`src/rtl/memory_stage.sv`:
```
// EX/MEM pipeline register and req/ack data-memory access FSM for the 16-bit MISC-V core.
// Optional request watchdog with sticky mem_err enabled by defining MEM_TIMEOUT_EN.
module memory_stage #(
    parameter int DW = 16,
    parameter int RW = 16
`ifdef MEM_TIMEOUT_EN
    ,
    parameter int TIMEOUT_CYCLES = 64
`endif
) (
    input  logic          clk,
    input  logic          reset,
    input  logic          IRegWrite,
    input  logic          IMemWrite,
    input  logic          IMemRead,
    input  logic          IRegStore,
    input  logic [DW-1:0] IPCP2,
    input  logic [DW-1:0] IALUResult,
    input  logic [DW-1:0] I3rdArg,
    input  logic [RW-1:0] IRd,
    input  logic [DW-1:0] mem_rdata,
    input  logic          mem_ack,
    output logic          mem_req,
    output logic          mem_we,
    output logic [DW-1:0] mem_addr,
    output logic [DW-1:0] mem_wdata,
    output logic          stall,
    output logic          ORegWrite,
    output logic          ORegStore,
    output logic [DW-1:0] OPCP2,
    output logic [DW-1:0] OALUResult,
    output logic [DW-1:0] OLoadData,
    output logic [RW-1:0] ORd
`ifdef MEM_TIMEOUT_EN
    ,
    output logic          mem_err
`endif
);

    typedef enum logic [1:0] {IDLE, REQ, DONE} state_t;

    state_t state, state_next;

    logic          reg_write_q;
    logic          mem_write_q;
    logic          mem_read_q;
    logic          end_req;

    // The only stalling state is REQ, so stall and mem_req fall the moment reset clears the state.
    assign stall   = (state == REQ);
    assign mem_req = (state == REQ);
    assign mem_we  = mem_req & mem_write_q;

    assign mem_addr  = OALUResult;

`ifdef MEM_TIMEOUT_EN
    localparam int CW = $clog2(TIMEOUT_CYCLES) + 1;

    logic [CW-1:0] req_cnt;
    logic          timeout_hit;
    logic          timed_out;

    assign timeout_hit = (state == REQ) && !mem_ack && (req_cnt == CW'(TIMEOUT_CYCLES - 1));
    assign end_req     = mem_ack | timeout_hit;
    assign ORegWrite   = reg_write_q & ~stall & ~timed_out;

    always_ff @(posedge clk or negedge reset) begin
        if (!reset) begin
            req_cnt   <= '0;
            timed_out <= 1'b0;
            mem_err   <= 1'b0;
        end else begin
            if (state == REQ) begin
                req_cnt <= req_cnt + CW'(1);
            end else begin
                req_cnt <= '0;
            end
            if (!stall) begin
                timed_out <= 1'b0;
            end else if (timeout_hit) begin
                timed_out <= 1'b1;
                mem_err   <= 1'b1;
            end
        end
    end
`else
    assign end_req   = mem_ack;
    assign ORegWrite = reg_write_q & ~stall;
`endif

    // NOTE: every variable assigned here gets a default first so no latch is inferred.
    always_comb begin
        state_next = state;
        case (state)
            IDLE, DONE: state_next = (IMemRead | IMemWrite) ? REQ : IDLE;
            REQ:        if (end_req) state_next = DONE;
            default:    state_next = IDLE;
        endcase
    end

    // NOTE: sequential state uses non-blocking assignments so all registers update together.
    always_ff @(posedge clk or negedge reset) begin
        if (!reset) begin
            state <= IDLE;
        end else begin
            state <= state_next;
        end
    end

    always_ff @(posedge clk or negedge reset) begin
        if (!reset) begin
            reg_write_q <= 1'b0;
            mem_write_q <= 1'b0;
            mem_read_q  <= 1'b0;
            ORegStore   <= 1'b0;
            OPCP2       <= '0;
            OALUResult  <= '0;
            mem_wdata   <= '0;
            ORd         <= '0;
            OLoadData   <= '0;
        end else if (!stall) begin
            reg_write_q <= IRegWrite;
            mem_write_q <= IMemWrite;
            mem_read_q  <= IMemRead;
            ORegStore   <= IRegStore;
            OPCP2       <= IPCP2;
            OALUResult  <= IALUResult;
            mem_wdata   <= I3rdArg;
            ORd         <= IRd;
            OLoadData   <= '0;
        end else if (mem_ack && mem_read_q && !mem_write_q) begin
            // A read-and-write op is treated as a store, so only pure loads capture data.
            OLoadData <= mem_rdata;
        end
    end

endmodule
```
`config.mk`:
```
export PLATFORM = sky130hd
export DESIGN_NAME = memory_stage
export DESIGN_NICKNAME = d
export VERILOG_FILES = /design/src/rtl/memory_stage.sv
export SDC_FILE = /design/constraint.sdc
export NUM_CORES = 1
export LEC_CHECK = 0
export ABC_AREA = 1
export CAP_MARGIN = 20
export CORE_MARGIN = 2
export CORE_UTILIZATION = 35
export DETAILED_ROUTE_END_ITERATION = 10
export GPL_TIMING_DRIVEN = 0
export PLACE_DENSITY = 0.87
export SYNTH_ARGS = -nofsm -noshare
export SYNTH_HDL_FRONTEND = slang
export SYNTH_SLANG_ARGS = --single-unit
```
`constraint.sdc`:
```
create_clock -name clk -period 1 [get_ports clk]
set_clock_uncertainty 0.05 [all_clocks]
set_input_delay 0.15 -clock clk [delete_from_list [all_inputs] [get_ports clk]]
set_output_delay 0.15 -clock clk [all_outputs]
set_load 0.005 [all_outputs]
```
==> results.ini <==
[sta]
setup_viol = 187
worstMarginPinSlew_ns = 0.548
slew_violations = 0
finalHoldViolations = 41
timing.hold.ws_ns = -0.280
fin_tns_setup_ns = -45.46
rsz0062_at_grt = true
fin_ws_ns = -0.511
min_period_ns = 1.51
fin_crit_sh_pct = 151
slew_headroom_pct = 63.4
max_freq_mhz = 662

[logic_synthesis]
ys_ff_latch = 86
ys_types = 12
ys_seq_area_share_pct = 62.3
yosys.area.top_type = dfrtp_1
synth.avg_cell_area_um2 = 8.92
synthAdderAreaFrac_pct = 0
synth.cell_area_um2 = 3450
syn_inst = 387
syn-num-nets = 474
yosys.area.top_type_share_pct = 62.3
synth_compound_area_share_pct = 0.580
synth-simple-area-share_pct = 29.8
yosys_warnings = 0
synthMuxAreaShare_pct = 0
synthTopCellsByArea = dfrtp_1, nand2_1, nand3_1
synth_top_family_by_area = simple AND/OR/NAND/NOR gates
synth-xor-area-share_pct = 0

[critical_path]
reg2reg_depth = 8
critPathMaxStageDelay_ns = 0.45
path_cells = buf_12 -> nor2_8 -> buf_6 -> buf_6 -> buf_6
path_class = register to primary output
startpoint_type = register
cp_num_cells = 5
slowest_stage = dfrtp_2
cp.arrival_ns = 1.31
critical_path.top_delay_family = flip-flops
worstPathRequired_ns = 0.80
critPathCaptureType = primary output
crit_buf_inv = 4
critPathMostFrequentCell = buf_6
cp_max_fo = 4

[power]
ir_drop_uv = 1330
p_comb_share_pct = 58.2
clkPwrFrac_pct = 12.3
p_leak_nw = 3.50
p_total_mw = 20.2
powerDensity_nw_per_um2 = 3110
switching_share_pct = 34.7
p_sw_mw = 7.02
power_frac_seq_pct = 29.4
p_int_mw = 13.2

[global_routing]
grtUsageMet1_pct = 23.5
grt_max_degree = 46
overflow = 0
use_met2_pct = 37.3
grt_pass1_vias = 3458
top_usage_layer = met2
antenna_found_initial = 0
use_met3_pct = 3.97
grt_pass1_wl_um = 16600
track_usage_pct = 20.4

[clocking]
cts_sinks = 86
htreeDepth = 3
root_buffer = clkbuf_8
clkLatencyLatePin_ns = 0.35
cts_tree = built
clk_pin_slew_ns = 0.09
cts_made_buffers = 9
cts.path.max_buffers = 2

[detailed_routing]
drtAntennaViolNets = 0
drtIter0Drc = 128
viasPerCell = 4.45
dr.pass1.iters = 4
wire_per_inst_um = 15.0
wl_um = 12000
drc = 0
vias = 3574

[placed_design]
numPortBuffers = 187
placed_cell_area_um2 = 5550
hpwl_um = 7580
gp_congestion = 0.791

[run_status]
status = finished with violations
failed_checks = negative hold slack, negative setup slack

[layout]
num_antenna_cells = 0
post-route-cell-area_um2 = 6500
final_cell_mix = nand2_1, dfrtp_1, buf_2, clkdlybuf4s50_1, buf_6
fin_nets = 752
synthToLayoutAreaGrowth_pct = 88.4
drive_gt1_share_pct = 37.9
layout_commonest_cell = nand2_1

[floorplanning]
num_rows = 36
start_util_pct = 35.6
die_h_um = 103
die_area_um2 = 10700
ios = 188
die_x_um = 103
core_um2 = 9680

[min_path]
hp-class = input port to asynchronous set/reset pin

[run]
drv_cap = 0

[timing repair]
action                                 CTS  global route
setup endpoints to repair              186           187
gates resized for setup                450            62
endpoints found under the hold margin   41            41
setup buffers                           41            34
pin swaps                                2             9
cloned                                   0            12
[stage by stage]
stage / cells / setup slack (ns) / utilization (%) / hold slack [ns]
floorplan: 387 / -0.0248 / - / -0.196
global placement: 707 / -3.57 / 57.1 / 0.405
detailed placement: 708 / -0.647 / 57.3 / 0.118
CTS: 764 / -0.513 / 59.8 / -0.279
global route: 803 / -0.579 / 67.2 / -0.256
finish: 803 / -0.511 / 67.2 / -0.280
[routing by layer]
layer / up-vias / share of wire [%]
met3: 20 / 5.1
met4: 0 / 2.1
met2: 123 / 54
li1: 1728 / -
met5: - / 0
met1: 1703 / 39
[worst paths after layout]
| path | slack, ns | startpoint | endpoint |
|---|---|---|---|
| setup reg to reg | -0.49 | state[1] | OLoadData[5] |
| hold / removal | -0.28 | reset | OPCP2[11] |
| min in group clk | 0.28 | IRd[1] | ORd[1] |
| setup / recovery | -0.51 | state[1] | stall |
| hold reg to reg | 0.42 | OPCP2[1] | OPCP2[1] |
| max in group asynchronous | 0.54 | reset | OLoadData[2] |
[registers in the layout (all words and copies together) (netlist names)]
register,cells
OALUResult,16
OLoadData,16
OPCP2,16
ORd,16
ORegStore,1
mem_read_q,1
mem_wdata,16
mem_write_q,1
reg_write_q,1
state,2
[synthesized netlist by cell type]
cell type  instances
inv_1              3
inv_2              2
o21ai_0            4
buf_2             15
nor2_2             1
nor2_1             3
nor2_8             1
nand3_1           33
buf_4             21
nand2_4            1
dfrtp_1           86
nand2_1          217
[cell type report]
cell class              instances  area [µm²]
fillers                       774        3180
repair buffers                271        2460
flip-flops and latches         86        2150
multi-input cells             260        1130
plain buffers                  32         370
well taps                     133         166
clock buffers                  11         141
clock inverters                 5        60.1
inverters                       5        21.3
[cell families after synthesis]
logic type             after synthesis
and+or+nand+nor                    256
buffers and inverters               41
AOI/OAI and AO/OA                    4
DFF                                 86
[power groups by stage]
stage | clock [mW] | sequential (mW) | combinational [mW]
floorplan | 0 | 6.04 | 3.26
global placement | 0 | 5.93 | 8.13
detailed placement | 0 | 6.03 | 8.39
CTS | 2.55 | 5.88 | 8.74
global route | 2.73 | 6.13 | 12.7
finish | 2.49 | 5.95 | 11.8
Note: power is estimated with default switching activity, not from simulation.
